<file path="config.mk">
export PLATFORM = sky130hd
export DESIGN_NAME = vec_exec_seq_flat
export DESIGN_NICKNAME = d
export VERILOG_FILES = /design/src/rtl/vec_pkg.sv /design/src/rtl/vec_exec_seq_if.sv /design/src/rtl/vec_seq_timeout.sv /design/src/rtl/vec_exec_seq.sv /design/src/flat_wrapper.sv
export SDC_FILE = /design/constraint.sdc
export NUM_CORES = 1
export LEC_CHECK = 0
export BUFFER_PORTS_ARGS = -buffer_cell sky130_fd_sc_hd__buf_2
export CAP_MARGIN = 25
export CORE_ASPECT_RATIO = 1.5
export CORE_MARGIN = 5
export CORE_UTILIZATION = 45
export DETAILED_ROUTE_END_ITERATION = 8
export GPL_TIMING_DRIVEN = 0
export PLACE_DENSITY = 0.73
export SYNTH_ARGS = -nofsm -noshare
export SYNTH_HDL_FRONTEND = slang
export SYNTH_SLANG_ARGS = --single-unit
</file>
<file path="constraint.sdc">
create_clock -name clk -period 5.04 [get_ports clk]
set_clock_uncertainty 0.2 [all_clocks]
set_input_delay 0.252 -clock clk [delete_from_list [all_inputs] [get_ports clk]]
set_output_delay 0.252 -clock clk [all_outputs]
set_load 0.02 [all_outputs]
</file>
<file path="src/rtl/vec_pkg.sv">
// Shared types and defaults for the vector execute sequencer.
// Optional perf counters are enabled with `define VEC_SEQ_PERF_EN.
package vec_pkg;

    localparam int LANES_DEF    = 4;
    localparam int VLEN_DEF     = 16;
    localparam int MAX_WAIT_DEF = 255;

    typedef enum logic [1:0] {
        IDLE = 2'd0,
        EXEC = 2'd1,
        MEM  = 2'd2,
        DONE = 2'd3
    } seq_state_t;

    localparam logic [1:0] MEM_NONE = 2'b00;
    localparam logic [1:0] MEM_LD   = 2'b01;
    localparam logic [1:0] MEM_ST   = 2'b10;
    localparam logic [1:0] MEM_RSV  = 2'b11;

    typedef struct packed {
        logic       alu_st;
        logic       mem_st;
        logic       shift_op;
        logic [1:0] mem_op;
        logic [1:0] esc_wr;
        logic [1:0] vec_wr;
        logic [3:0] alu_op;
    } ctrl_word_t;

    // beat_idx stays at least one bit wide even for a single-beat vector.
    function automatic int beat_w(input int nbeats);
        return (nbeats > 1) ? $clog2(nbeats) : 1;
    endfunction

    localparam int BEAT_W_DEF = beat_w(VLEN_DEF / LANES_DEF);

endpackage

</file>
<file path="src/rtl/vec_exec_seq_if.sv">
// Control-word, memory-handshake and status bundle of the vector execute sequencer.
// perf_busy/perf_memwait exist only with `define VEC_SEQ_PERF_EN.
interface vec_exec_seq_if
    import vec_pkg::*;
#(
    parameter int BEAT_W = BEAT_W_DEF
);

    // Handshakes: a control word is taken on a rising clk edge where cl_valid=1 and
    // stall=0; while stall=1 upstream holds its register. mem_req stays high until the
    // edge where mem_ack=1 completes a beat, and may remain high into the next beat.
    logic             cl_valid;
    logic             cl_alu_st;
    logic             cl_mem_st;
    logic             cl_shift_op;
    logic [1:0]       cl_mem_op;
    logic [1:0]       cl_esc_wr;
    logic [1:0]       cl_vec_wr;
    logic [3:0]       cl_alu_op;
    logic             mem_ack;

    logic             stall;
    logic [BEAT_W-1:0] beat_idx;
    logic             alu_en;
    logic [3:0]       alu_op_o;
    logic             alu_st_o;
    logic             mem_st_o;
    logic             shift_o;
    logic             mem_req;
    logic             mem_we;
    logic             vec_wr_en;
    logic [1:0]       vec_wr_sel;
    logic             esc_wr_en;
    logic [1:0]       esc_wr_sel;
    logic             done;
    logic             err;
    seq_state_t       state_dbg;
`ifdef VEC_SEQ_PERF_EN
    logic [31:0]      perf_busy;
    logic [31:0]      perf_memwait;
`endif

    modport master (
`ifdef VEC_SEQ_PERF_EN
        input  perf_busy, perf_memwait,
`endif
        output cl_valid, cl_alu_st, cl_mem_st, cl_shift_op, cl_mem_op, cl_esc_wr,
               cl_vec_wr, cl_alu_op, mem_ack,
        input  stall, beat_idx, alu_en, alu_op_o, alu_st_o, mem_st_o, shift_o,
               mem_req, mem_we, vec_wr_en, vec_wr_sel, esc_wr_en, esc_wr_sel,
               done, err, state_dbg
    );

    modport slave (
`ifdef VEC_SEQ_PERF_EN
        output perf_busy, perf_memwait,
`endif
        input  cl_valid, cl_alu_st, cl_mem_st, cl_shift_op, cl_mem_op, cl_esc_wr,
               cl_vec_wr, cl_alu_op, mem_ack,
        output stall, beat_idx, alu_en, alu_op_o, alu_st_o, mem_st_o, shift_o,
               mem_req, mem_we, vec_wr_en, vec_wr_sel, esc_wr_en, esc_wr_sel,
               done, err, state_dbg
    );

endinterface

</file>
<file path="src/rtl/vec_seq_timeout.sv">
// Memory-ack wait counter: counts no-ack request cycles and flags the MAX_WAIT-th one.
module vec_seq_timeout #(
    parameter int MAX_WAIT = 255
) (
    input  logic clk,
    input  logic rst_n,
    input  logic clr_i,
    input  logic wait_i,
    output logic expire_o
);

    localparam int CW = $clog2(MAX_WAIT + 1);

    logic [CW-1:0] cnt_q;

    assign expire_o = wait_i && (cnt_q == CW'(MAX_WAIT - 1));

    always_ff @(posedge clk or negedge rst_n) begin
        if (!rst_n) begin
            cnt_q <= '0;
        end else if (clr_i) begin
            cnt_q <= '0;
        end else if (wait_i && !expire_o) begin
            cnt_q <= cnt_q + CW'(1);
        end
    end

endmodule

</file>
<file path="src/rtl/vec_exec_seq.sv">
// Vector execute sequencer: expands one latched control word into NBEATS ALU or memory beats.
// `define VEC_SEQ_PERF_EN adds saturating busy / memory-wait cycle counters.
module vec_exec_seq
    import vec_pkg::*;
#(
    parameter int LANES    = LANES_DEF,
    parameter int VLEN     = VLEN_DEF,
    parameter int MAX_WAIT = MAX_WAIT_DEF
) (
    input logic           clk,
    input logic           rst_n,
    vec_exec_seq_if.slave bus
);

    localparam int NBEATS = VLEN / LANES;
    localparam int BEAT_W = beat_w(NBEATS);
    localparam logic [BEAT_W-1:0] LAST_BEAT = BEAT_W'(NBEATS - 1);

    seq_state_t        state_q;
    ctrl_word_t        ctrl_q;
    logic [BEAT_W-1:0] beat_q;
    logic              stall_q;
    logic              alu_en_q;
    logic              vec_wr_alu_q;
    logic              mem_req_q;
    logic              mem_we_q;
    logic              esc_wr_en_q;
    logic              done_q;
    logic              err_q;

    ctrl_word_t cl_word;
    logic       in_mem;
    logic       tmo_expire;
    logic       ld_wr;

    assign cl_word = '{alu_st:   bus.cl_alu_st,
                       mem_st:   bus.cl_mem_st,
                       shift_op: bus.cl_shift_op,
                       mem_op:   bus.cl_mem_op,
                       esc_wr:   bus.cl_esc_wr,
                       vec_wr:   bus.cl_vec_wr,
                       alu_op:   bus.cl_alu_op};

    assign in_mem = (state_q == MEM);
    // A load writes its element group in the cycle its data is acknowledged.
    assign ld_wr  = in_mem && bus.mem_ack && (ctrl_q.mem_op == MEM_LD) && (ctrl_q.vec_wr != 2'b00);

    vec_seq_timeout #(.MAX_WAIT(MAX_WAIT)) u_timeout (
        .clk      (clk),
        .rst_n    (rst_n),
        .clr_i    (!in_mem || bus.mem_ack),
        .wait_i   (in_mem && !bus.mem_ack),
        .expire_o (tmo_expire)
    );

    always_ff @(posedge clk or negedge rst_n) begin
        if (!rst_n) begin
            state_q      <= IDLE;
            ctrl_q       <= '0;
            beat_q       <= '0;
            stall_q      <= 1'b0;
            alu_en_q     <= 1'b0;
            vec_wr_alu_q <= 1'b0;
            mem_req_q    <= 1'b0;
            mem_we_q     <= 1'b0;
            esc_wr_en_q  <= 1'b0;
            done_q       <= 1'b0;
            err_q        <= 1'b0;
        end else begin
            done_q      <= 1'b0;
            esc_wr_en_q <= 1'b0;
            case (state_q)
                IDLE: begin
                    if (bus.cl_valid) begin
                        ctrl_q  <= cl_word;
                        err_q   <= 1'b0;
                        beat_q  <= '0;
                        stall_q <= 1'b1;
                        case (cl_word.mem_op)
                            MEM_NONE: begin
                                state_q      <= EXEC;
                                alu_en_q     <= 1'b1;
                                vec_wr_alu_q <= (cl_word.vec_wr != 2'b00);
                            end
                            MEM_LD, MEM_ST: begin
                                state_q   <= MEM;
                                mem_req_q <= 1'b1;
                                mem_we_q  <= (cl_word.mem_op == MEM_ST);
                            end
                            default: begin
                                state_q <= DONE;
                                done_q  <= 1'b1;
                                err_q   <= 1'b1;
                            end
                        endcase
                    end
                end
                EXEC: begin
                    if (beat_q == LAST_BEAT) begin
                        state_q      <= DONE;
                        beat_q       <= '0;
                        alu_en_q     <= 1'b0;
                        vec_wr_alu_q <= 1'b0;
                        done_q       <= 1'b1;
                        esc_wr_en_q  <= (ctrl_q.esc_wr != 2'b00) && !err_q;
                    end else begin
                        beat_q <= beat_q + BEAT_W'(1);
                    end
                end
                MEM: begin
                    if (bus.mem_ack) begin
                        if (beat_q == LAST_BEAT) begin
                            state_q     <= DONE;
                            beat_q      <= '0;
                            mem_req_q   <= 1'b0;
                            mem_we_q    <= 1'b0;
                            done_q      <= 1'b1;
                            esc_wr_en_q <= (ctrl_q.esc_wr != 2'b00) && !err_q;
                        end else begin
                            beat_q <= beat_q + BEAT_W'(1);
                        end
                    end else if (tmo_expire) begin
                        state_q   <= DONE;
                        beat_q    <= '0;
                        mem_req_q <= 1'b0;
                        mem_we_q  <= 1'b0;
                        done_q    <= 1'b1;
                        err_q     <= 1'b1;
                    end
                end
                DONE: begin
                    state_q <= IDLE;
                    stall_q <= 1'b0;
                end
                default: begin
                    state_q <= IDLE;
                    stall_q <= 1'b0;
                end
            endcase
        end
    end

    assign bus.stall      = stall_q;
    assign bus.beat_idx   = beat_q;
    assign bus.alu_en     = alu_en_q;
    assign bus.alu_op_o   = ctrl_q.alu_op;
    assign bus.alu_st_o   = ctrl_q.alu_st;
    assign bus.mem_st_o   = ctrl_q.mem_st;
    assign bus.shift_o    = ctrl_q.shift_op;
    assign bus.mem_req    = mem_req_q;
    assign bus.mem_we     = mem_we_q;
    assign bus.vec_wr_en  = vec_wr_alu_q || ld_wr;
    assign bus.vec_wr_sel = ctrl_q.vec_wr;
    assign bus.esc_wr_en  = esc_wr_en_q;
    assign bus.esc_wr_sel = ctrl_q.esc_wr;
    assign bus.done       = done_q;
    assign bus.err        = err_q;
    assign bus.state_dbg  = state_q;

`ifdef VEC_SEQ_PERF_EN
    logic [31:0] perf_busy_q;
    logic [31:0] perf_memwait_q;

    always_ff @(posedge clk or negedge rst_n) begin
        if (!rst_n) begin
            perf_busy_q    <= '0;
            perf_memwait_q <= '0;
        end else begin
            if (stall_q && !(&perf_busy_q)) begin
                perf_busy_q <= perf_busy_q + 32'd1;
            end
            if (in_mem && mem_req_q && !bus.mem_ack && !(&perf_memwait_q)) begin
                perf_memwait_q <= perf_memwait_q + 32'd1;
            end
        end
    end

    assign bus.perf_busy    = perf_busy_q;
    assign bus.perf_memwait = perf_memwait_q;
`endif

endmodule
</file>
<file path="src/flat_wrapper.sv">
// flat-port wrapper written by rule: the top's interface ports become plain ports
module vec_exec_seq_flat import vec_pkg::*;
#(
    parameter int LANES    = LANES_DEF,
    parameter int VLEN     = VLEN_DEF,
    parameter int MAX_WAIT = MAX_WAIT_DEF
)
  (clk, rst_n, bus_cl_valid, bus_cl_alu_st, bus_cl_mem_st, bus_cl_shift_op, bus_cl_mem_op, bus_cl_esc_wr, bus_cl_vec_wr, bus_cl_alu_op, bus_mem_ack, bus_stall, bus_beat_idx, bus_alu_en, bus_alu_op_o, bus_alu_st_o, bus_mem_st_o, bus_shift_o, bus_mem_req, bus_mem_we, bus_vec_wr_en, bus_vec_wr_sel, bus_esc_wr_en, bus_esc_wr_sel, bus_done, bus_err, bus_state_dbg);
  vec_exec_seq_if bus_i ();
  input logic clk;
  input logic rst_n;
  input wire logic [$bits(bus_i.cl_valid)-1:0] bus_cl_valid;
  input wire logic [$bits(bus_i.cl_alu_st)-1:0] bus_cl_alu_st;
  input wire logic [$bits(bus_i.cl_mem_st)-1:0] bus_cl_mem_st;
  input wire logic [$bits(bus_i.cl_shift_op)-1:0] bus_cl_shift_op;
  input wire logic [$bits(bus_i.cl_mem_op)-1:0] bus_cl_mem_op;
  input wire logic [$bits(bus_i.cl_esc_wr)-1:0] bus_cl_esc_wr;
  input wire logic [$bits(bus_i.cl_vec_wr)-1:0] bus_cl_vec_wr;
  input wire logic [$bits(bus_i.cl_alu_op)-1:0] bus_cl_alu_op;
  input wire logic [$bits(bus_i.mem_ack)-1:0] bus_mem_ack;
  output wire logic [$bits(bus_i.stall)-1:0] bus_stall;
  output wire logic [$bits(bus_i.beat_idx)-1:0] bus_beat_idx;
  output wire logic [$bits(bus_i.alu_en)-1:0] bus_alu_en;
  output wire logic [$bits(bus_i.alu_op_o)-1:0] bus_alu_op_o;
  output wire logic [$bits(bus_i.alu_st_o)-1:0] bus_alu_st_o;
  output wire logic [$bits(bus_i.mem_st_o)-1:0] bus_mem_st_o;
  output wire logic [$bits(bus_i.shift_o)-1:0] bus_shift_o;
  output wire logic [$bits(bus_i.mem_req)-1:0] bus_mem_req;
  output wire logic [$bits(bus_i.mem_we)-1:0] bus_mem_we;
  output wire logic [$bits(bus_i.vec_wr_en)-1:0] bus_vec_wr_en;
  output wire logic [$bits(bus_i.vec_wr_sel)-1:0] bus_vec_wr_sel;
  output wire logic [$bits(bus_i.esc_wr_en)-1:0] bus_esc_wr_en;
  output wire logic [$bits(bus_i.esc_wr_sel)-1:0] bus_esc_wr_sel;
  output wire logic [$bits(bus_i.done)-1:0] bus_done;
  output wire logic [$bits(bus_i.err)-1:0] bus_err;
  output wire logic [$bits(bus_i.state_dbg)-1:0] bus_state_dbg;
  assign bus_i.cl_valid = bus_cl_valid;
  assign bus_i.cl_alu_st = bus_cl_alu_st;
  assign bus_i.cl_mem_st = bus_cl_mem_st;
  assign bus_i.cl_shift_op = bus_cl_shift_op;
  assign bus_i.cl_mem_op = bus_cl_mem_op;
  assign bus_i.cl_esc_wr = bus_cl_esc_wr;
  assign bus_i.cl_vec_wr = bus_cl_vec_wr;
  assign bus_i.cl_alu_op = bus_cl_alu_op;
  assign bus_i.mem_ack = bus_mem_ack;
  assign bus_stall = bus_i.stall;
  assign bus_beat_idx = bus_i.beat_idx;
  assign bus_alu_en = bus_i.alu_en;
  assign bus_alu_op_o = bus_i.alu_op_o;
  assign bus_alu_st_o = bus_i.alu_st_o;
  assign bus_mem_st_o = bus_i.mem_st_o;
  assign bus_shift_o = bus_i.shift_o;
  assign bus_mem_req = bus_i.mem_req;
  assign bus_mem_we = bus_i.mem_we;
  assign bus_vec_wr_en = bus_i.vec_wr_en;
  assign bus_vec_wr_sel = bus_i.vec_wr_sel;
  assign bus_esc_wr_en = bus_i.esc_wr_en;
  assign bus_esc_wr_sel = bus_i.esc_wr_sel;
  assign bus_done = bus_i.done;
  assign bus_err = bus_i.err;
  assign bus_state_dbg = bus_i.state_dbg;
  vec_exec_seq #(.LANES(LANES), .VLEN(VLEN), .MAX_WAIT(MAX_WAIT)) u_core (.clk(clk), .rst_n(rst_n), .bus(bus_i));
endmodule
</file>
==> flow_summary.yaml <==
worst_hold_path:
  holdPathStages: 2
  min_path_type: "primary input to register"
  hold_start: "bus_cl_vec_wr[0]"
  hold_end: "u_core.bus.vec_wr_sel[0]$_DFFE_PN0P_"
yosys:
  syn_inst: 158
  syn_nets: 188
  synthDistinctLibCells: 38
  avgSynthCellArea_um2: 11.1
  yosysSeqAreaShare_pct: 47.0
  syn_area_mm2: 0.00176
  synth_flop_cell: "dfrtp_1"
  synth-edff-count: 0
  async_reset_ff_share_pct: 100
  yosys_warnings: 0
  synth_seq_cells: 33
routing:
  vias: 1331
  viasPerCell: 5.14
  drt_wl_total_um: 3490
  drtAntennaViolNets: 0
  drtIter0Drc: 28
  drt-pass1-iter-count: 4
  post-route-drc-count: 0
  avgRoutedWirePerCell_um: 13.5
final_layout:
  layout.nets: 245
  nFillCells: 323
  areaGrowthSynthToFinish_pct: 26.2
  antenna_cells: 0
  drive_gt1_share_pct: 30.6
worst_setup_path:
  r2r_start: "u_core.bus.state_dbg[0]$_DFFE_PN0P_"
  end_kind: "output pin"
  startpoint_type: "register"
  ff2ff_path_depth: 7
  path_class: "register to output pin"
  r2r-end: "u_core.bus.mem_req$_DFFE_PN0P_"
  cp_max_fo: 7
  crit_arrival_ps: 1930
  cp_data_required_time_ps: 4590
  ff2ff_setup_slack_ps: 2750
cts:
  postCtsSetupBuffers: 0
  root_buffer: "clkbuf_8"
  cts_resized: 0
  clk_path_buf_depth: 2
  cts_tree: "yes"
  h-tree-depth: 2
  cts_buffers: 5
  cts_sinks: 33
  clock_latency_ps: 290
  ctsHoldBuffers: 11
  clk_pin_slew_ps: 70
global_routing:
  grtUsageTotal_pct: 15.9
  first_global_vias: 1427
  antenna_found_initial: 0
  grt_pass1_wl_um: 6380
  grt_overflow: 0
  grt_start_max_net_pins: 34
floorplan:
  core-area_mm2: 0.00372
  die_x_um: 61.0
  io_pins: 40
  row_count: 27
  dieArea_mm2: 0.00528
  die_y_um: 86.6
  start_util_pct: 47.3
placement:
  port_buffers: 39
  post-place-ws_ps: 2740
  hpwl_um: 2640
  gp_congestion: 0.802
timing:
  period_share_pct: 47.4
  worst_slack_ps: 2650
  period_needed_ps: 2390
  setup_viol: 0
  relSlewSlack_pct: 52.0
  setup-tns-final_ps: 0
  fin_hold_ws_ps: 13.1
  fmax_mhz: 419
  slew_viol_final: 0
  worstMarginPinSlew_ps: 720
  hold_viol: 0
  rsz0062_at_grt: "false"
pwr:
  powerDensity_mw_per_mm2: 539
  peakVddDrop_uv: 328
  power.total_mw: 1.20
  power.leakage_nw: 1.10
job:
  drv_cap: 0
run_status:
  status: "finished, final reports clean"
## through the flow
step | utilization [%] | cell area [um2] | cells
6_report | 59.7 | 2220 | 259
5_1_grt | 59.7 | 2220 | 259
4_1_cts | 59.7 | 2220 | 259
2_1_floorplan | - | 1760 | 158
3_5_place_dp | 54.0 | 2010 | 240
3_3_place_gp | 54.0 | 2010 | 240
## synth_stat cells (3+ instances only)
cell	n	area share (%)
nand2_1	9	1.9
inv_1	7	1.5
a22o_1	3	1.5
dfrtp_1	33	47
buf_4	8	3.4
mux2_2	5	3.2
xor2_1	5	2.5
o21ai_0	8	2.3
mux2_1	11	7.0
nor2_1	15	3.2
mux2i_1	3	1.7
a21oi_1	6	1.7
ha_1	13	9.3
## power breakdown
group | switching (mW) | leakage (nW) | total [mW] | internal, mW
Sequential | 0.0611 | 0.413 | 0.418 | 0.357
Combinational | 0.311 | 0.632 | 0.561 | 0.250
Clock | 0.0927 | 0.0542 | 0.216 | 0.123
## cell type report
cell class,instances,area (um2),share of cell area [%]
Multi-Input combinational cell,107,833,37.6
Sequential cell,33,826,37.2
Timing Repair Buffer,50,305,13.8
Clock buffer,7,96.3,4.34
Buffer,10,68.8,3.10
Tap cell,43,53.8,2.43
Inverter,8,30.0,1.35
Clock inverter,1,5.00,0.226
## critical path, stage by stage (launching register included)
cell      delay, ps
dfrtp_1         430
inv_1           150
ha_1            310
inv_2           110
nor4b_1         280
o21ai_0         130
nand2b_1         90
buf_2           160
## state kept, by name, indices dropped and copies added, names as in the netlist, 2 cells and up
register	cells
u_core.bus.vec_wr_sel	2
u_core.bus.esc_wr_sel	2
u_core.bus.alu_op_o	4
u_core.ctrl_q	2
u_core.u_timeout.cnt_q	8
u_core.bus.beat_idx	2
u_core.bus.state_dbg	2
## how the worst max path moves through the flow
stage	start	slack, ps	endpoint
after floorplan	u_core.bus.state_dbg[0]$_DFFE_PN0P_	2860	u_core.bus.mem_req$_DFFE_PN0P_
after global placement	u_core.bus.state_dbg[1]$_DFFE_PN0P_	2790	u_core.bus.mem_we$_DFFE_PN0P_
after detailed placement	u_core.bus.state_dbg[0]$_DFFE_PN0P_	2740	u_core.bus.mem_req$_DFFE_PN0P_
after CTS	u_core.bus.state_dbg[0]$_DFFE_PN0P_	2630	bus_vec_wr_en
after global routing	u_core.bus.state_dbg[0]$_DFFE_PN0P_	2440	bus_vec_wr_en
final	u_core.bus.state_dbg[0]$_DFFE_PN0P_	2650	bus_vec_wr_en
## cell families after synthesis
kind of cell    Yosys count  synth area share (%)
flops                    33                  47.0
xor+xnor                  6                  2.99
buf+inv                  18                  5.62
compound gates           29                  11.0
fa+ha+maj                13                  9.25
simple gates             40                  12.2
mux                      19                  12.0
## cell usage in the layout, fill, tap and decap left out, drive strengths merged, types with 2 or more instances in the layout
master / n
nor3b: 2
mux2i: 3
nand3: 2
a21oi: 7
nor2: 15
and3: 2
nand2: 9
clkbuf: 8
o21ai: 9
buf: 48
dfrtp: 33
mux2: 16
nand4: 2
ha: 13
nor4b: 2
a22oi: 2
inv: 8
xor2: 5
a22o: 3
a211oi: 2
nor2b: 2
o31ai: 2
dlygate4sd3: 11
## layer usage
metal	share of wire, %	track usage, %
met2	52	26.5
met5	0	0
met4	1.9	6.71
met1	40	18.4
met3	6.0	4.77
Power figures use the tool's default switching activity.
